$ cat src/rtl/servo_pwm_decoder.sv
// Servo PWM receiver: measures the high time of a 50 Hz servo pulse and converts it to a 0-180 angle,
// with pulse-error and loss-of-signal reporting. Define SERVO_PWM_DECODER_GLITCH_FILTER_EN for an input debounce stage.
module servo_pwm_decoder #(
    parameter int unsigned PULSE_MIN    = 50_000,
    parameter int unsigned PULSE_MAX    = 100_000,
    parameter int unsigned REJECT_MIN   = 25_000,
    parameter int unsigned REJECT_MAX   = 150_000,
    parameter int unsigned LOST_TIMEOUT = 1_500_000,
    parameter int unsigned CNT_W        = 21,
    parameter int unsigned FILTER_LEN   = 8
) (
    input  logic             clk,
    input  logic             rst,
    input  logic             pwm_in,
    output logic [7:0]       angle,
    output logic             angle_valid,
    output logic [CNT_W-1:0] pulse_width,
    output logic             pulse_err,
    output logic             signal_lost
);

    localparam int unsigned PROD_W = CNT_W + 8;
    localparam int unsigned SPAN   = PULSE_MAX - PULSE_MIN;

    if (FILTER_LEN == 0 || SPAN == 0 ||
        (CNT_W < 32 && LOST_TIMEOUT >= (32'd1 << CNT_W))) begin : g_cfg_check
        $error("servo_pwm_decoder: invalid parameter set");
    end

    typedef enum logic [1:0] {
        WAIT_LOW = 2'd0,
        IDLE     = 2'd1,
        HIGH     = 2'd2,
        CONVERT  = 2'd3
    } state_t;

    state_t             state_q, state_d;
    logic [CNT_W-1:0]   width_cnt_q, width_cnt_d;
    logic [CNT_W-1:0]   since_q, since_d;
    logic [CNT_W-1:0]   pulse_width_q, pulse_width_d;
    logic [7:0]         angle_q, angle_d;
    logic               valid_q, valid_d;
    logic               err_q, err_d;
    logic               lost_q, lost_d;

    logic               sync1_q, sync2_q;
    logic               level, level_prev;
    logic               rise, fall;

    logic [CNT_W-1:0]   w_clamp;
    logic [PROD_W-1:0]  prod;
    logic [7:0]         angle_c;

    // Synchronizer resets high so a pin still high after reset is treated as an interrupted pulse.
    always_ff @(posedge clk) begin
        if (rst) begin
            sync1_q <= 1'b1;
            sync2_q <= 1'b1;
        end else begin
            sync1_q <= pwm_in;
            sync2_q <= sync1_q;
        end
    end

`ifdef SERVO_PWM_DECODER_GLITCH_FILTER_EN
    localparam int unsigned FLT_W = $clog2(FILTER_LEN + 1);

    logic             flt_q, flt_prev_q;
    logic [FLT_W-1:0] flt_cnt_q;

    // Debounce: follow sync2 only after it has held a new value FILTER_LEN cycles.
    always_ff @(posedge clk) begin
        if (rst) begin
            flt_q      <= 1'b1;
            flt_prev_q <= 1'b1;
            flt_cnt_q  <= '0;
        end else begin
            flt_prev_q <= flt_q;
            if (sync2_q == flt_q) begin
                flt_cnt_q <= '0;
            end else if (flt_cnt_q == FLT_W'(FILTER_LEN - 1)) begin
                flt_q     <= sync2_q;
                flt_cnt_q <= '0;
            end else begin
                flt_cnt_q <= flt_cnt_q + FLT_W'(1);
            end
        end
    end

    assign level      = flt_q;
    assign level_prev = flt_prev_q;
`else
    logic sync3_q;

    always_ff @(posedge clk) begin
        if (rst) begin
            sync3_q <= 1'b1;
        end else begin
            sync3_q <= sync2_q;
        end
    end

    assign level      = sync2_q;
    assign level_prev = sync3_q;
`endif

    assign rise = level & ~level_prev;
    assign fall = ~level & level_prev;

    // State register.
    always_ff @(posedge clk) begin
        if (rst) begin
            state_q <= WAIT_LOW;
        end else begin
            state_q <= state_d;
        end
    end

    // Next-state logic.
    always_comb begin
        state_d = state_q;
        case (state_q)
            WAIT_LOW: if (!level) state_d = IDLE;
            IDLE:     if (rise) state_d = HIGH;
            HIGH: begin
                if (fall) begin
                    state_d = (width_cnt_q < CNT_W'(REJECT_MIN)) ? IDLE : CONVERT;
                end else if (width_cnt_q >= CNT_W'(REJECT_MAX)) begin
                    state_d = WAIT_LOW;
                end
            end
            CONVERT:  state_d = IDLE;
            default:  state_d = WAIT_LOW;
        endcase
    end

    // Output / datapath next values.
    always_comb begin
        width_cnt_d   = width_cnt_q;
        angle_d       = angle_q;
        pulse_width_d = pulse_width_q;
        valid_d       = 1'b0;
        err_d         = 1'b0;
        case (state_q)
            WAIT_LOW: width_cnt_d = '0;
            IDLE:     if (rise) width_cnt_d = CNT_W'(1);
            HIGH: begin
                if (fall) begin
                    err_d = (width_cnt_q < CNT_W'(REJECT_MIN));
                end else begin
                    width_cnt_d = width_cnt_q + CNT_W'(1);
                    err_d       = (width_cnt_q >= CNT_W'(REJECT_MAX));
                end
            end
            CONVERT: begin
                angle_d       = angle_c;
                pulse_width_d = width_cnt_q;
                valid_d       = 1'b1;
            end
            default: width_cnt_d = '0;
        endcase
    end

    // Clamp and scale the latched width; the divisor is a constant.
    always_comb begin
        w_clamp = width_cnt_q;
        if (width_cnt_q < CNT_W'(PULSE_MIN)) begin
            w_clamp = CNT_W'(PULSE_MIN);
        end else if (width_cnt_q > CNT_W'(PULSE_MAX)) begin
            w_clamp = CNT_W'(PULSE_MAX);
        end
        prod    = PROD_W'(w_clamp - CNT_W'(PULSE_MIN)) * PROD_W'(180);
        angle_c = 8'(prod / PROD_W'(SPAN));
    end

    // Loss-of-signal timer; only a completed decode clears the lost flag.
    always_comb begin
        since_d = since_q;
        if (rise) begin
            since_d = '0;
        end else if (since_q != CNT_W'(LOST_TIMEOUT)) begin
            since_d = since_q + CNT_W'(1);
        end
        lost_d = lost_q | (since_q == CNT_W'(LOST_TIMEOUT));
        if (valid_d) begin
            lost_d = 1'b0;
        end
    end

    always_ff @(posedge clk) begin
        if (rst) begin
            width_cnt_q   <= '0;
            since_q       <= '0;
            pulse_width_q <= '0;
            angle_q       <= '0;
            valid_q       <= 1'b0;
            err_q         <= 1'b0;
            lost_q        <= 1'b0;
        end else begin
            width_cnt_q   <= width_cnt_d;
            since_q       <= since_d;
            pulse_width_q <= pulse_width_d;
            angle_q       <= angle_d;
            valid_q       <= valid_d;
            err_q         <= err_d;
            lost_q        <= lost_d;
        end
    end

    assign angle       = angle_q;
    assign angle_valid = valid_q;
    assign pulse_width = pulse_width_q;
    assign pulse_err   = err_q;
    assign signal_lost = lost_q;

endmodule

$ cat config.mk
export PLATFORM = sky130hd
export DESIGN_NAME = servo_pwm_decoder
export DESIGN_NICKNAME = d
export VERILOG_FILES = /design/src/rtl/servo_pwm_decoder.sv
export SDC_FILE = /design/constraint.sdc
export NUM_CORES = 1
export LEC_CHECK = 0
export CAP_MARGIN = 20
export CELL_PAD_IN_SITES_DETAIL_PLACEMENT = 0
export CELL_PAD_IN_SITES_GLOBAL_PLACEMENT = 1
export CORE_ASPECT_RATIO = 1.25
export CORE_UTILIZATION = 45
export DETAILED_ROUTE_END_ITERATION = 10
export GPL_TIMING_DRIVEN = 0
export PLACE_DENSITY = 0.78
export SKIP_LAST_GASP = 1
export SYNTH_ARGS = -nofsm -noshare
export SYNTH_HDL_FRONTEND = slang
export SYNTH_SLANG_ARGS = --single-unit
$ cat constraint.sdc
create_clock -name clk -period 22.9 [get_ports clk]
set_input_delay 5.725 -clock clk [delete_from_list [all_inputs] [get_ports clk]]
set_output_delay 5.725 -clock clk [all_outputs]
set_load 0.02 [all_outputs]
# After elaboration in Yosys (flattened, before gate mapping)
# Index checks and enable logic that the tools add are counted.
[word_totals]
reg_bits = 79
latch_bits = 0
mem_bits_rw = 0
rom_bits = 0
input_bits = 3
output_inout_bits = 32
elab_cells = 55
mem_count = 0
[op_classes]
add_sub_neg = 3
n_mul = 1
div_mod_pow = 1
n_lt_le_gt_ge = 4
n_eq_ne = 9
n_shift = 0
n_mux = 13
n_bitwise = 6
reduce_logical = 7
[ops]
columns = ["operator", "count"]
rows = [
  ["$mux 21", 4],
  ["$pmux 21 s3", 1],
  ["$add 21x1->21 const B", 2],
  ["$div 29x16->29 const B", 1],
  ["$mul 29x6->27 const B", 1],
  ["$sub 21x16->22 const B", 1],
  ["$eq 21x21->1 const B", 1],
  ["$ge 21x18->1 const B", 1],
  ["$gt 21x17->1 const B", 1],
  ["$lt 21x15->1 const B", 1],
  ["$lt 21x16->1 const B", 1],
  ["$ne 21x21->1 const B", 1],
  ["$mux 2", 5],
  ["$pmux 2 s4", 1],
  ["$ne 2x2->1 const B", 3],
  ["$reduce_and 3->1", 2],
  ["$reduce_or 2->1", 3],
  ["$eq 2x2->1 const B", 2],
  ["$ne 3x3->1 const B", 1],
  ["$not 1->1", 3],
  ["$reduce_bool 3->1", 1],
  ["$and 1x1->1", 2],
  ["$eq 2x1->1 const B", 1],
  ["$logic_not 2->1", 1],
  ["2 further kinds", 3],
]

# Logic depth before layout (Yosys ltp)
# Gate-level depths: netlist of run 1.
[logic_depth]
ltp_word = 6
mapped_depth = 82
depth_no_buf = 69

# Worst setup path before layout of run 1
# Ideal clock, no wire load.
[synth_path]
path_type = "reg-to-reg"
start = "reg width_cnt_q[3]"
end = "reg angle_q[0], in the netlist angle[0]"
setup_time_ns = 0.151
arrival_ns = 17.586
t_required_ns = 22.749
path_slack_ns = 5.164
path_stages_with_launch = 74
path_buffers = 7
period_less_slack_ns = 17.736
path_cell_list = "dfxtp_1 clkbuf_1 or4_1 nor4_1 nand3_1 o21ai_1 a21oi_1 ha_1 a21oi_1 a21oi_1 a2111oi_0 a21oi_1 nor2_1 a21oi_1 ha_1 inv_1 fa_1 fa_1 (+38 left out) a311o_1 buf_4 or4_4 a21o_1 o221ai_4 a211oi_4 a211o_1 xnor2_2 nor2_1 nor4_1 mux2i_2 o2111ai_1 nor4_4 nor4_1 or3_4 mux2i_1 a2111oi_2 a311oi_2"
[synth_between]
elab_chain_cells = 6
elab_cells_between_ends = 7
classes_between = "1 x add/sub; 1 x mul; 1 x div; 2 x order compare; 2 x mux"
[synth_rtl]
columns = ["item", "line_no", "rtl"]
rows = [
  ["start, declared", "38", "logic [CNT_W-1:0] width_cnt_q, width_cnt_d;"],
  ["start signal, assigned", "200", "width_cnt_q <= width_cnt_d;"],
  ["$gt 21x17->1", "169", "end else if (width_cnt_q > CNT_W'(PULSE_MAX)) begin"],
  ["$mux 21", "169", ""],
  ["$mux 21 *", "167", "if (width_cnt_q < CNT_W'(PULSE_MIN)) begin"],
  ["$sub 21x16->22 *", "172", "prod = PROD_W'(w_clamp - CNT_W'(PULSE_MIN)) * PROD_W'(180);"],
  ["$mul 29x6->27 *", "172", ""],
  ["$div 29x16->29 *", "173", "angle_c = 8'(prod / PROD_W'(SPAN));"],
  ["end signal, assigned", "203", "angle_q <= angle_d;"],
  ["end, declared", "41", "logic [7:0] angle_q, angle_d;"],
]
# Every way passes the cells marked *; elsewhere a longest branch is shown, timed or not.
# A chain may end at the register's enable or synchronous reset.

# Worst setup path in the final report of run 1
[layout_path]
start = "reg width_cnt_q[4]"
end = "reg angle_q[0], in the netlist angle[0]"
# Same word-level chain as after synthesis.

==> results of run 1 <==
[how the worst max path moves through the flow]
stage	slack (ps)	to	depth (start not counted)	startpoint
after floorplan	5160	angle[0]	73	width_cnt_q[3]
after global placement	1760	angle[0]	70	width_cnt_q[3]
after detailed placement	1760	angle[0]	70	width_cnt_q[3]
after CTS	1690	angle[0]	72	width_cnt_q[3]
after global routing	50	angle[0]	75	width_cnt_q[4]
final	1900	angle[0]	73	width_cnt_q[4]
[cell families (layout without fill, tap and decap cells)]
logic type | after synthesis | in the layout | share of synthesized area
AOI/OAI and AO/OA | 652 | 652 | 0.325
xor gates and xnor gates | 150 | 150 | 0.0933
adders and majority gates | 101 | 101 | 0.0999
buffers and inverters | 202 | 251 | 0.0546
DFF | 79 | 79 | 0.106
muxes | 80 | 80 | 0.0557
other | 2 | 9 | 0.000503
and+or+nand+nor | 783 | 783 | 0.265
[state kept, by name, indices dropped and copies added (netlist names)]
name,count
pulse_err,1
state_q,2
sync1_q,1
pulse_width,21
signal_lost,1
level_prev,1
since_q,21
level,1
width_cnt_q,21
angle,8
angle_valid,1
[worst reg2reg max path, delay by kind of cell (launching register included)]
| kind | cells | cell delay [ps] |
|---|---|---|
| buf+inv | 9 | 2320 |
| compound gates | 29 | 7340 |
| xor+xnor | 3 | 930 |
| mux | 7 | 2580 |
| flops | 1 | 300 |
| simple gates | 20 | 5450 |
| fa+ha+maj | 5 | 1880 |
[cell usage in the layout (no fill, tap or decap), types with 35 or more instances in the layout]
master / n
inv_1: 111
clkbuf_1: 60
o211ai_1: 39
mux2i_1: 60
o21ai_0: 97
nand2_1: 154
a211oi_1: 35
ha_1: 63
xor2_1: 53
xnor2_1: 86
nor2_1: 242
dfxtp_1: 79
nor3_1: 68
nand3_1: 80
a21oi_1: 131
[repair_timing]
action	4_1_cts	5_1_grt
setup endpoints to repair	0	2
resized for setup	0	4
hold endpoints to repair	0	0
[routing by layer]
layer	vias to the layer above	share of wire
li1	7728	-
met5	-	0
met3	54	0.026
met2	322	0.50
met1	7407	0.46
met4	0	0.019
[area by class of cell]
class / count / area (um^2) / area share
multi-input combinational: 1775 / 12600 / 0.779
tap: 418 / 523 / 0.0324
buffer: 90 / 394 / 0.0244
sequential: 79 / 1580 / 0.0980
clock buffer: 12 / 256 / 0.0159
timing repair buffer: 34 / 340 / 0.0211
inverter: 111 / 417 / 0.0258
clock inverter: 4 / 52.6 / 0.00326
[through the flow]
step / instance area [um^2] / util / hold slack, ps / setup slack (ps) / cells
floorplan: 14900 / - / 389 / 5160 / 2056
global placement: 15800 / 0.484 / 394 / 1760 / 2508
detailed placement: 15800 / 0.484 / 403 / 1760 / 2508
CTS: 16100 / 0.493 / 420 / 1690 / 2524
global route: 16100 / 0.494 / 424 / 46.2 / 2523
finish: 16100 / 0.494 / 418 / 1900 / 2523
==> out/metrics.cfg, run 1 <==
[timing]
fin_setup_tns_ps = 0
fmax_ghz = 0.0476
fin_skew_ps = 12.8
worst_slew_pin_slew_ps = 1030
max_slew_margin = 0.306
hold_viol = 0
drv_slew = 0
rsz0062_at_grt = false
min_period_ps = 21000
setup_violations = 0
fin_crit_sh = 0.917

[worst_hold_path]
hold_class = reg2reg
hold_path_depth = 1
min_to = level
worstHoldStart = sync1_q

[die]
io_pins = 35
placement_rows = 74
die_area_um2 = 33900
start_util = 0.456
die_x_um = 165
core_um2 = 32700
die-height_um = 206

[global_routing]
overflow = 0
grt_pass1_wl_mm = 73.1
grt_util_met1 = 0.333
use_met3 = 0.0133
busiest_layer = met2
use_met2 = 0.459
antenna_found_initial = 0
grt_pass1_vias = 14800
grt_max_degree = 14
grtUsageTotal = 0.258

[clock_network]
cts_root_buffer = clkbuf_16
cts_tree = done
cts_buffer_depth = 2
htree_levels = 3
ctsHoldBuffers = 0
numCtsBuffers = 9
post_cts_buffers = 0
clock-sinks = 79
worst_skew_pair.late_latency_ps = 340
cts.reportedPaths.clkPinSlew_ps = 60

[synth]
ys_ff_latch = 79
ys_types = 136
yosys-top-cells-count = nor2_1 (242), nand2_1 (154), a21oi_1 (131)
ys.flop_type = dfxtp_1
synth.most_common_cell = nor2_1
syn-cell-area_um2 = 14900
syn_inst = 2049
ys_warn_count = 0
async_reset_ff_frac = 0
synth_edf_count = 0
ys_seq_area_frac = 0.106
yosys-top-cells-area = dfxtp_1 (11%), nor2_1 (6.1%), ha_1 (5.3%)
synth_top_cell_area_share = 0.106
syn_area_per_cell_um2 = 7.28
yosys.area.top_type = dfxtp_1

[placed_design]
post-dp-hpwl_mm = 34.9
io_buffer_count = 34
gp_congestion = 0.860

[critical_path]
worstSetupEndpointType = flop
cp.arrival_ps = 21180
path_class = reg2reg
rrSetupSlack_ps = 1900
r2r_end = angle[0]
cp-start-kind = flop
path_buf_inv = 9
cp_data_required_time_ps = 23080
cp_common_cell = a21oi_1
worstPathMaxFanout = 16
path_delay_family = compound AO/OA/AOI/OAI gates
cpPeakStageDelay_ps = 560
slowest_stage = or4_4
r2r_start = width_cnt_q[4]
reg2reg_depth = 73

[drt]
drt_first_pass_iters = 5
vias = 15500
antenna_left = 0
drtIter0Drc = 805
wl_per_cell_um = 17.1
wirelength_mm = 43.2
routed_via_density = 6.15
route.detailed.drc = 0

[outcome]
run_status = finished, final reports clean

[finish]
n_antenna_cell = 0
area_delta_synth_final_pct = 8.17
drive_above_1_share = 0.0855
fillers = 3371
fin_nets = 2198

[flow_run]
max_cap_viol_count = 0

Power of run 1 is left out: the tool's default activity adds up to more than one toggle a clock period on the data nets, which glitch-free logic cannot reach.
==> run 2, diff against run 1 <==
--- a/config.mk
+++ b/config.mk
@@ -5,7 +5,6 @@
 export SDC_FILE = /design/constraint.sdc
 export NUM_CORES = 1
 export LEC_CHECK = 0
-export CAP_MARGIN = 20
 export CELL_PAD_IN_SITES_DETAIL_PLACEMENT = 0
 export CELL_PAD_IN_SITES_GLOBAL_PLACEMENT = 1
 export CORE_ASPECT_RATIO = 1.25
==> results of run 2 <==
Final layout, timing and power as in run 1 (identical DEF).
Power of run 2 is left out for the same reason.
==> run 3, diff against run 2 <==
--- a/config.mk
+++ b/config.mk
@@ -8,10 +8,12 @@
 export CELL_PAD_IN_SITES_DETAIL_PLACEMENT = 0
 export CELL_PAD_IN_SITES_GLOBAL_PLACEMENT = 1
 export CORE_ASPECT_RATIO = 1.25
-export CORE_UTILIZATION = 45
+export CORE_UTILIZATION = 48
 export DETAILED_ROUTE_END_ITERATION = 10
+export GPL_ROUTABILITY_DRIVEN = 0
 export GPL_TIMING_DRIVEN = 0
-export PLACE_DENSITY = 0.78
+export HOLD_SLACK_MARGIN = 0.15
+export PLACE_DENSITY = 0.83
 export SKIP_LAST_GASP = 1
 export SYNTH_ARGS = -nofsm -noshare
 export SYNTH_HDL_FRONTEND = slang
==> out/metrics.cfg, run 3 (synthesized netlist as in run 1, its figures left out) <==
[clock_network]
ctsHoldBuffers = 0
cts_root_buffer = clkbuf_16
cts.reportedPaths.clkPinSlew_ps = 60
cts_tree = done
post_cts_buffers = 0
worst_skew_pair.late_latency_ps = 330
clock-sinks = 79
cts-resized-gates = 0
cts_buffer_depth = 2
htree_levels = 3
numCtsBuffers = 9

[worst_hold_path]
hold_class = reg2reg
worstHoldStart = sync1_q

[drt]
drt_first_pass_iters = 6
wirelength_mm = 42.8
antenna_left = 0
wl_per_cell_um = 17.1
drtIter0Drc = 895
routed_via_density = 6.19
route.detailed.drc = 0
vias = 15500

[die]
die_x_um = 160
die_area_um2 = 31800
placement_rows = 71
io_pins = 35
start_util = 0.493
die-height_um = 199
core_um2 = 30300

[critical_path]
worstPathMaxFanout = 16
path_delay_family = compound AO/OA/AOI/OAI gates
cp-start-kind = flop
path_buf_inv = 8
path_class = reg2reg
cpPeakStageDelay_ps = 560
reg2reg_depth = 72
cp_data_required_time_ps = 23070
rrSetupSlack_ps = 1620
worstSetupEndpointType = flop
cp_common_cell = a21oi_1
startpoint = width_cnt_q[3]
cp.arrival_ps = 21450
r2r_start = width_cnt_q[3]
r2r_end = angle[0]
slowest_stage = or4_1
path_depth = 72
cp-endpoint = angle[0]

[timing]
fin_skew_ps = 5.87
fin_crit_sh = 0.929
worst_slew_pin_slew_ps = 973
setup_violations = 0
drv_slew = 0
max_slew_margin = 0.347
min_period_ps = 21280
hold_viol = 0
rsz0062_at_grt = false
fin_setup_tns_ps = 0
fmax_ghz = 0.0470

[global_routing]
grt_pass1_wl_mm = 71.7
overflow = 0
grt_max_degree = 13
grt_pass1_vias = 14500
grtUsageTotal = 0.264
antenna_found_initial = 0

[finish]
area_delta_synth_final_pct = 7.72
drive_above_1_share = 0.0837
fin_nets = 2198
fillers = 3047
final_cell_mix = nor2_1 (242), nand2_1 (154), a21oi_1 (131)
n_antenna_cell = 0
layout_commonest_cell = nor2_1

[placed_design]
io_buffer_count = 34
post-dp-hpwl_mm = 34.4

[outcome]
run_status = finished, final reports clean

[flow_run]
max_cap_viol_count = 0

==> run 3: cell count changes in the layout (fill, tap and decap cells not counted) <==
cell / before / now
bufinv_16: 1 / 0
clkinv_2: 1 / 0
clkinv_4: 1 / 0
clkinvlp_4: 0 / 1
o21ai_1: 20 / 21
o21ai_2: 4 / 3
o31ai_1: 15 / 16
o31ai_2: 3 / 2
==> run 3: how the worst min path moves through the flow <==
stage / end / slack [ps] / depth (start not counted)
2_1_floorplan: level / 390 / 1
3_3_place_gp: level / 390 / 1
3_5_place_dp: level / 390 / 1
4_1_cts: level / 410 / 1
5_1_grt: level / 430 / 1
6_report: level / 410 / 1
==> run 3: area by class of cell <==
type	count	area, um^2	share of cell area
multi-input cells	1775	12600	0.782
flip-flops and latches	79	1580	0.0984
well taps	401	502	0.0312
inverters	111	417	0.0259
plain buffers	90	394	0.0245
repair buffers	34	340	0.0212
clock buffers	12	256	0.0160
clock inverters	2	16.3	0.00101
==> run 3: stage by stage <==
step           setup slack (ps)  instances   util  hold WS, ps  cell area (um^2)
4_1_cts                    1720       2505  0.530          407             16100
2_1_floorplan              5160       2056      -          389             14900
3_5_place_dp               1790       2491  0.521          394             15800
3_3_place_gp               1910       2491  0.521          391             15800
6_report                   1620       2504  0.531          406             16100
5_1_grt                    20.4       2504  0.531          430             16100
==> run 3: routing by layer <==
layer,part of all wire,wire length [um],track usage
met5,0,0,0
met4,0.020,862,0.0741
met3,0.027,1180,0.0127
met2,0.49,21000,0.480
met1,0.46,19800,0.338
==> run 3: worst register-to-register path, delay by kind of cell (launching register included) <==
family | cells | cell delay (ps)
DFF | 1 | 290
and+or+nand+nor | 22 | 6340
muxes | 7 | 2600
xor gates and xnor gates | 3 | 910
adders and majority gates | 5 | 1920
AOI/OAI and AO/OA | 27 | 7260
buffers and inverters | 8 | 1820
Power of run 3 is left out for the same reason.
